==> src/rtl/dual_issue_scoreboard.sv <==
`default_nettype none
// ============================================================================
// Module      : dual_issue_scoreboard
// Description : Decode-stage issue control for a dual-issue pipeline. Keeps a
//               per-register count of in-flight writers, applies same-cycle
//               writeback releases as a bypass, and decides whether the
//               decoded pair issues both slots, only slot A, or neither.
// Revision    : 1.0 - initial release
// ============================================================================
module dual_issue_scoreboard #(
  parameter int NREG = 32,
  parameter int AW   = 5,
  parameter int CW   = 2
) (
  input  logic            clk,
  input  logic            reset_n,
  input  logic            a_valid,
  input  logic            a_we,
  input  logic [AW-1:0]   a_ra1,
  input  logic [AW-1:0]   a_ra2,
  input  logic [AW-1:0]   a_wa,
  input  logic            b_valid,
  input  logic            b_we,
  input  logic [AW-1:0]   b_ra1,
  input  logic [AW-1:0]   b_ra2,
  input  logic [AW-1:0]   b_wa,
  input  logic            ex_ready,
  input  logic            rel1,
  input  logic [AW-1:0]   rel1_wa,
  input  logic            rel2,
  input  logic [AW-1:0]   rel2_wa,
  output logic            issue_a,
  output logic            issue_b,
  output logic            b_hold,
  output logic [NREG-1:0] pending,
  output logic            err
);

  localparam logic [CW-1:0] CMAX = '1;

  // Register 0 is hardwired zero, so it owns no counter flop.
  logic [CW-1:0]   cnt_q [1:NREG-1];
  logic [CW-1:0]   cnt_d [1:NREG-1];
  logic [CW-1:0]   eff   [NREG];
  logic [CW:0]     dec_v;
  logic [NREG-1:0] under;
  logic [NREG-1:0] pending_q, pending_d;
  logic            err_q, err_d;
  logic            raw_a, raw_b, ovf_a, ovf_b, pair_raw, pair_waw;

  // Effective counts after this cycle's releases; releases land on the
  // falling edge in the register file, so they resolve hazards immediately.
  always_comb begin
    eff[0] = '0;
    under  = '0;
    dec_v  = '0;
    for (int r = 1; r < NREG; r++) begin
      dec_v = (CW+1)'(rel1 && (rel1_wa == AW'(r))) + (CW+1)'(rel2 && (rel2_wa == AW'(r)));
      if (dec_v > {1'b0, cnt_q[r]}) begin
        eff[r]   = '0;
        under[r] = 1'b1;
      end else begin
        eff[r] = CW'({1'b0, cnt_q[r]} - dec_v);
      end
    end
  end

  // Hazard detection and the issue decision for the decoded pair.
  always_comb begin
    raw_a    = ((a_ra1 != '0) && (eff[a_ra1] != '0)) ||
               ((a_ra2 != '0) && (eff[a_ra2] != '0));
    raw_b    = ((b_ra1 != '0) && (eff[b_ra1] != '0)) ||
               ((b_ra2 != '0) && (eff[b_ra2] != '0));
    ovf_a    = a_we && (a_wa != '0) && (eff[a_wa] == CMAX);
    ovf_b    = b_we && (b_wa != '0) && (eff[b_wa] == CMAX);
    pair_raw = a_we && (a_wa != '0) && ((b_ra1 == a_wa) || (b_ra2 == a_wa));
    pair_waw = a_we && b_we && (a_wa == b_wa) && (a_wa != '0);
    issue_a  = reset_n && ex_ready && a_valid && !raw_a && !ovf_a;
    issue_b  = issue_a && b_valid && !raw_b && !ovf_b && !pair_raw && !pair_waw;
    b_hold   = issue_a && b_valid && !issue_b;
  end

  // Next counts: released count plus at most one new writer per register
  // (a same-register pair is blocked by the WAW check).
  always_comb begin
    pending_d    = '0;
    for (int r = 1; r < NREG; r++) begin
      cnt_d[r]     = eff[r]
                   + CW'(issue_a && a_we && (a_wa == AW'(r)))
                   + CW'(issue_b && b_we && (b_wa == AW'(r)));
      pending_d[r] = (cnt_d[r] != '0);
    end
    err_d = err_q | (|under);
  end

  generate
    for (genvar r = 1; r < NREG; r++) begin : g_cnt
      // Per-register pending-writer counter.
      always_ff @(posedge clk or negedge reset_n) begin
        if (!reset_n) cnt_q[r] <= '0;
        else          cnt_q[r] <= cnt_d[r];
      end
    end
  endgenerate

  // Registered pending map and sticky underflow flag.
  always_ff @(posedge clk or negedge reset_n) begin
    if (!reset_n) begin
      pending_q <= '0;
      err_q     <= 1'b0;
    end else begin
      pending_q <= pending_d;
      err_q     <= err_d;
    end
  end

  assign pending = pending_q;
  assign err     = err_q;

endmodule
`default_nettype wire

==> config.mk <==
export PLATFORM = sky130hd
export DESIGN_NAME = dual_issue_scoreboard
export DESIGN_NICKNAME = d
export VERILOG_FILES = /design/src/rtl/dual_issue_scoreboard.sv
export SDC_FILE = /design/constraint.sdc
export NUM_CORES = 1
export LEC_CHECK = 0
export BUFFER_PORTS_ARGS = -buffer_cell sky130_fd_sc_hd__buf_2
export CORE_ASPECT_RATIO = 1.25
export CORE_MARGIN = 2
export CORE_UTILIZATION = 30
export DETAILED_ROUTE_END_ITERATION = 12
export GPL_TIMING_DRIVEN = 0
export HOLD_SLACK_MARGIN = 0.06
export SKIP_LAST_GASP = 1
export SYNTH_ARGS = -nofsm -noshare
export SYNTH_HDL_FRONTEND = slang
export SYNTH_SLANG_ARGS = --single-unit
==> constraint.sdc <==
create_clock -name clk -period 5.83 [get_ports clk]
set_input_delay 1.166 -clock clk [delete_from_list [all_inputs] [get_ports clk]]
set_output_delay 1.166 -clock clk [all_outputs]
set_load 0.01 [all_outputs]
==> results.ini <==
[grt]
gr-total-overflow=0
antenna_found_initial=0
grt_max_degree=56
grt_pass1_wl_um=61020
grt_usage=0.2566
grt_pass1_vias=9531

[worst_hold_path]
hold_class=reg2reg

[floorplanning]
chipWidth_um=163.1
die_y_um=202.8
placementRows=72
coreArea_mm2=0.03108
pin_count=85
initial_core_util=0.3053
dieArea_mm2=0.03307

[cells_and_area]
antenna_cells=0
drive_gt1_frac=0.2460
area_delta_synth_final_pct=24.46
final_net_count=1404

[detailed_routing]
first_pass_iters=5
vias=9027
ant_nets=0
drtIter0Drc=874
avgRoutedWirePerCell_um=25.25
remaining_drc_errors=0
vias_per_cell=5.494
drt-total-wl_um=41480

[sta]
fin_crit_ns=5.872
max_slew.worst_pin.slew_ns=0.8944
maxSlewViolCount=0
finalCritPeriodShare=1.007
worst_slack_ns=-0.04231
max_freq_mhz=170.3
finalSetupViolations=2
holdWs_ns=0.7320
grt_setup_unrepaired=yes
tns_ns=-0.08414
finalClockSkew_ns=0.01726
relSlewSlack=0.4037
finalHoldViolCount=0

[power_and_ir_drop]
p_per_area_mw_per_mm2=381.4
power_leakage_nw=4.940
ir_drop_mv=0.1450
power.total_mw=4.504

[synth]
syn_area_mm2=0.009488
synth-async-reset-ratio=1.000
synthFlopType=dfrtp_1
yosysWarnings=0
ys_seq_elements=94
syn_inst=1118
synth.avg_cell_area_um2=8.486
synth_edf_count=0
ys_seq_area_frac=0.2479
synth_cell_types=67
synth_nets=1291

[outcome]
outcome=finished, violations left
failed_checks=negative setup slack

[place]
dp_slack_ns=-1.316
gp_congestion=1.041
portBuffers=76
hpwl_um=32580

[setup_path]
slowest_stage=fa_2
critPathMaxStageDelay_ns=0.56
arrival_ns=4.71
cp_max_fo=5
cp.required_ns=4.66
crit_chain=buf_12 > nor2b_4 > buf_6 > nand2_8 > nor2_2 > ha_1 > ha_1 > inv_2 > fa_2 > buf_4 > buf_4 > inv_1 > o21ai_0 > o21ai_0 > a221oi_2 > o32ai_1 > a21oi_1 > and4b_2 > buf_6 > and3_1 > buf_2
startpoint_type=input port
crit_type=in2out
crit_path_end_kind=output pin

[cts]
cts_max_path_buffers=2
clk_pin_slew_ns=0.08
cts_tree=built
cts.htree.levels=3
cts.sinks=94
root_buffer=clkbuf_16
cts_made_buffers=9
clk_latency_ns=0.38

[run]
drv_cap=0

-- report_power, final --
| part | internal, mW | total, mW | leakage (nW) | switching, mW |
|---|---|---|---|---|
| combinational | 1.04 | 2.70 | 3.67 | 1.66 |
| sequential | 0.967 | 1.09 | 1.10 | 0.120 |
| clock | 0.422 | 0.718 | 0.170 | 0.296 |
-- path summary, 6_finish.rpt --
path	from	cells after the start	to	slack (ns)
worst max-delay path	rel2	21	issue_b	-0.04
worst min-delay path	err	3	err	0.73
worst max register to register	cnt_q[6]	19	pending[23]	1.43
worst min register to register	err	3	err	0.73
max in group asynchronous	reset_n	2	cnt_q[37]	4.36
min in group asynchronous	reset_n	1	cnt_q[25]	0.78
-- cell usage after synthesis (7+ instances only) --
library cell  count  area, um2
a21oi_1          21      105.1
a311oi_1          9      78.83
a31oi_1           8      50.05
and3_1            7      43.79
buf_2            14      70.07
buf_6             8      90.09
clkbuf_1         23      86.33
dfrtp_1          94       2352
fa_1             62       1241
ha_1             62      775.7
inv_1           152      570.6
mux4_2           17      382.9
nand2_1          87      326.6
nand2b_1         75      469.2
nand3_1          74      370.4
nand4_1          44      275.3
nor2_1          113      424.2
nor2b_1          16      100.1
nor3_1           36      180.2
o211ai_1         10      75.07
o21ai_0          25      125.1
o31ai_1           7      52.55
xor2_1           40      350.3
-- layout by cell type, fill, tap and decap left out, drive strengths merged, types with 44 or more instances in the layout --
master    n
nand2    87
nor2    114
inv     155
nand4    44
fa       62
dfrtp    94
buf     139
ha       62
nand2b   75
nand3    75
-- metrics by stage --
| step | area [um2] | utilization | cells |
|---|---|---|---|
| after floorplan | 9488 | - | 1118 |
| after global placement | 10380 | 0.3339 | 1601 |
| after detailed placement | 10410 | 0.3349 | 1602 |
| after CTS | 11430 | 0.3678 | 1629 |
| after global routing | 11810 | 0.3800 | 1643 |
| final | 11810 | 0.3800 | 1643 |
-- state kept, by name, summed over array words and instances, names as in the netlist --
name,cells
pending,31
err,1
cnt_q,62
-- cells by family (layout without fill, tap and decap cells) --
family,Yosys count,count (layout),share of synthesized area
adders and majority gates,124,124,0.2126
DFF,94,94,0.2479
muxes,25,25,0.04906
buffers and inverters,208,326,0.09165
and+or+nand+nor,489,489,0.2604
AOI/OAI and AO/OA,131,131,0.09548
other,1,1,0.0003952
xor gates and xnor gates,46,46,0.04246
-- metal layers --
metal	part of all wire	global-route usage	vias up
li1	-	-	4026
met1	0.39	0.3063	4472
met2	0.47	0.4128	381
met3	0.055	0.03739	148
met4	0.085	0.2010	0
met5	0	0	-
-- timing repair --
item / in CTS / in global routing
resized for setup: 154 / 63
pin swaps: 29 / 35
endpoints found under the hold margin: 0 / 0
setup endpoints to repair: 96 / 4
cloned: 0 / 0
hold buffers: 0 / 0
buffers inserted: 18 / 14
-- worst max-delay path: cells and delay by family --
family          cells  cell delay (ns)
buf+inv             8             0.82
simple gates        5             0.71
fa+ha+maj           3             0.99
compound gates      5             1.02
-- final cells by class --
cell class / count / area [um2]
clock buffers: 9 / 225.2
clock inverters: 7 / 121.4
plain buffers: 46 / 274.0
fillers: 3190 / 19270
repair buffers: 109 / 757.0
well taps: 407 / 509.2
flip-flops and latches: 94 / 2352
multi-input cells: 816 / 6988
inverters: 155 / 581.8
(Power assumes the default switching activity.)
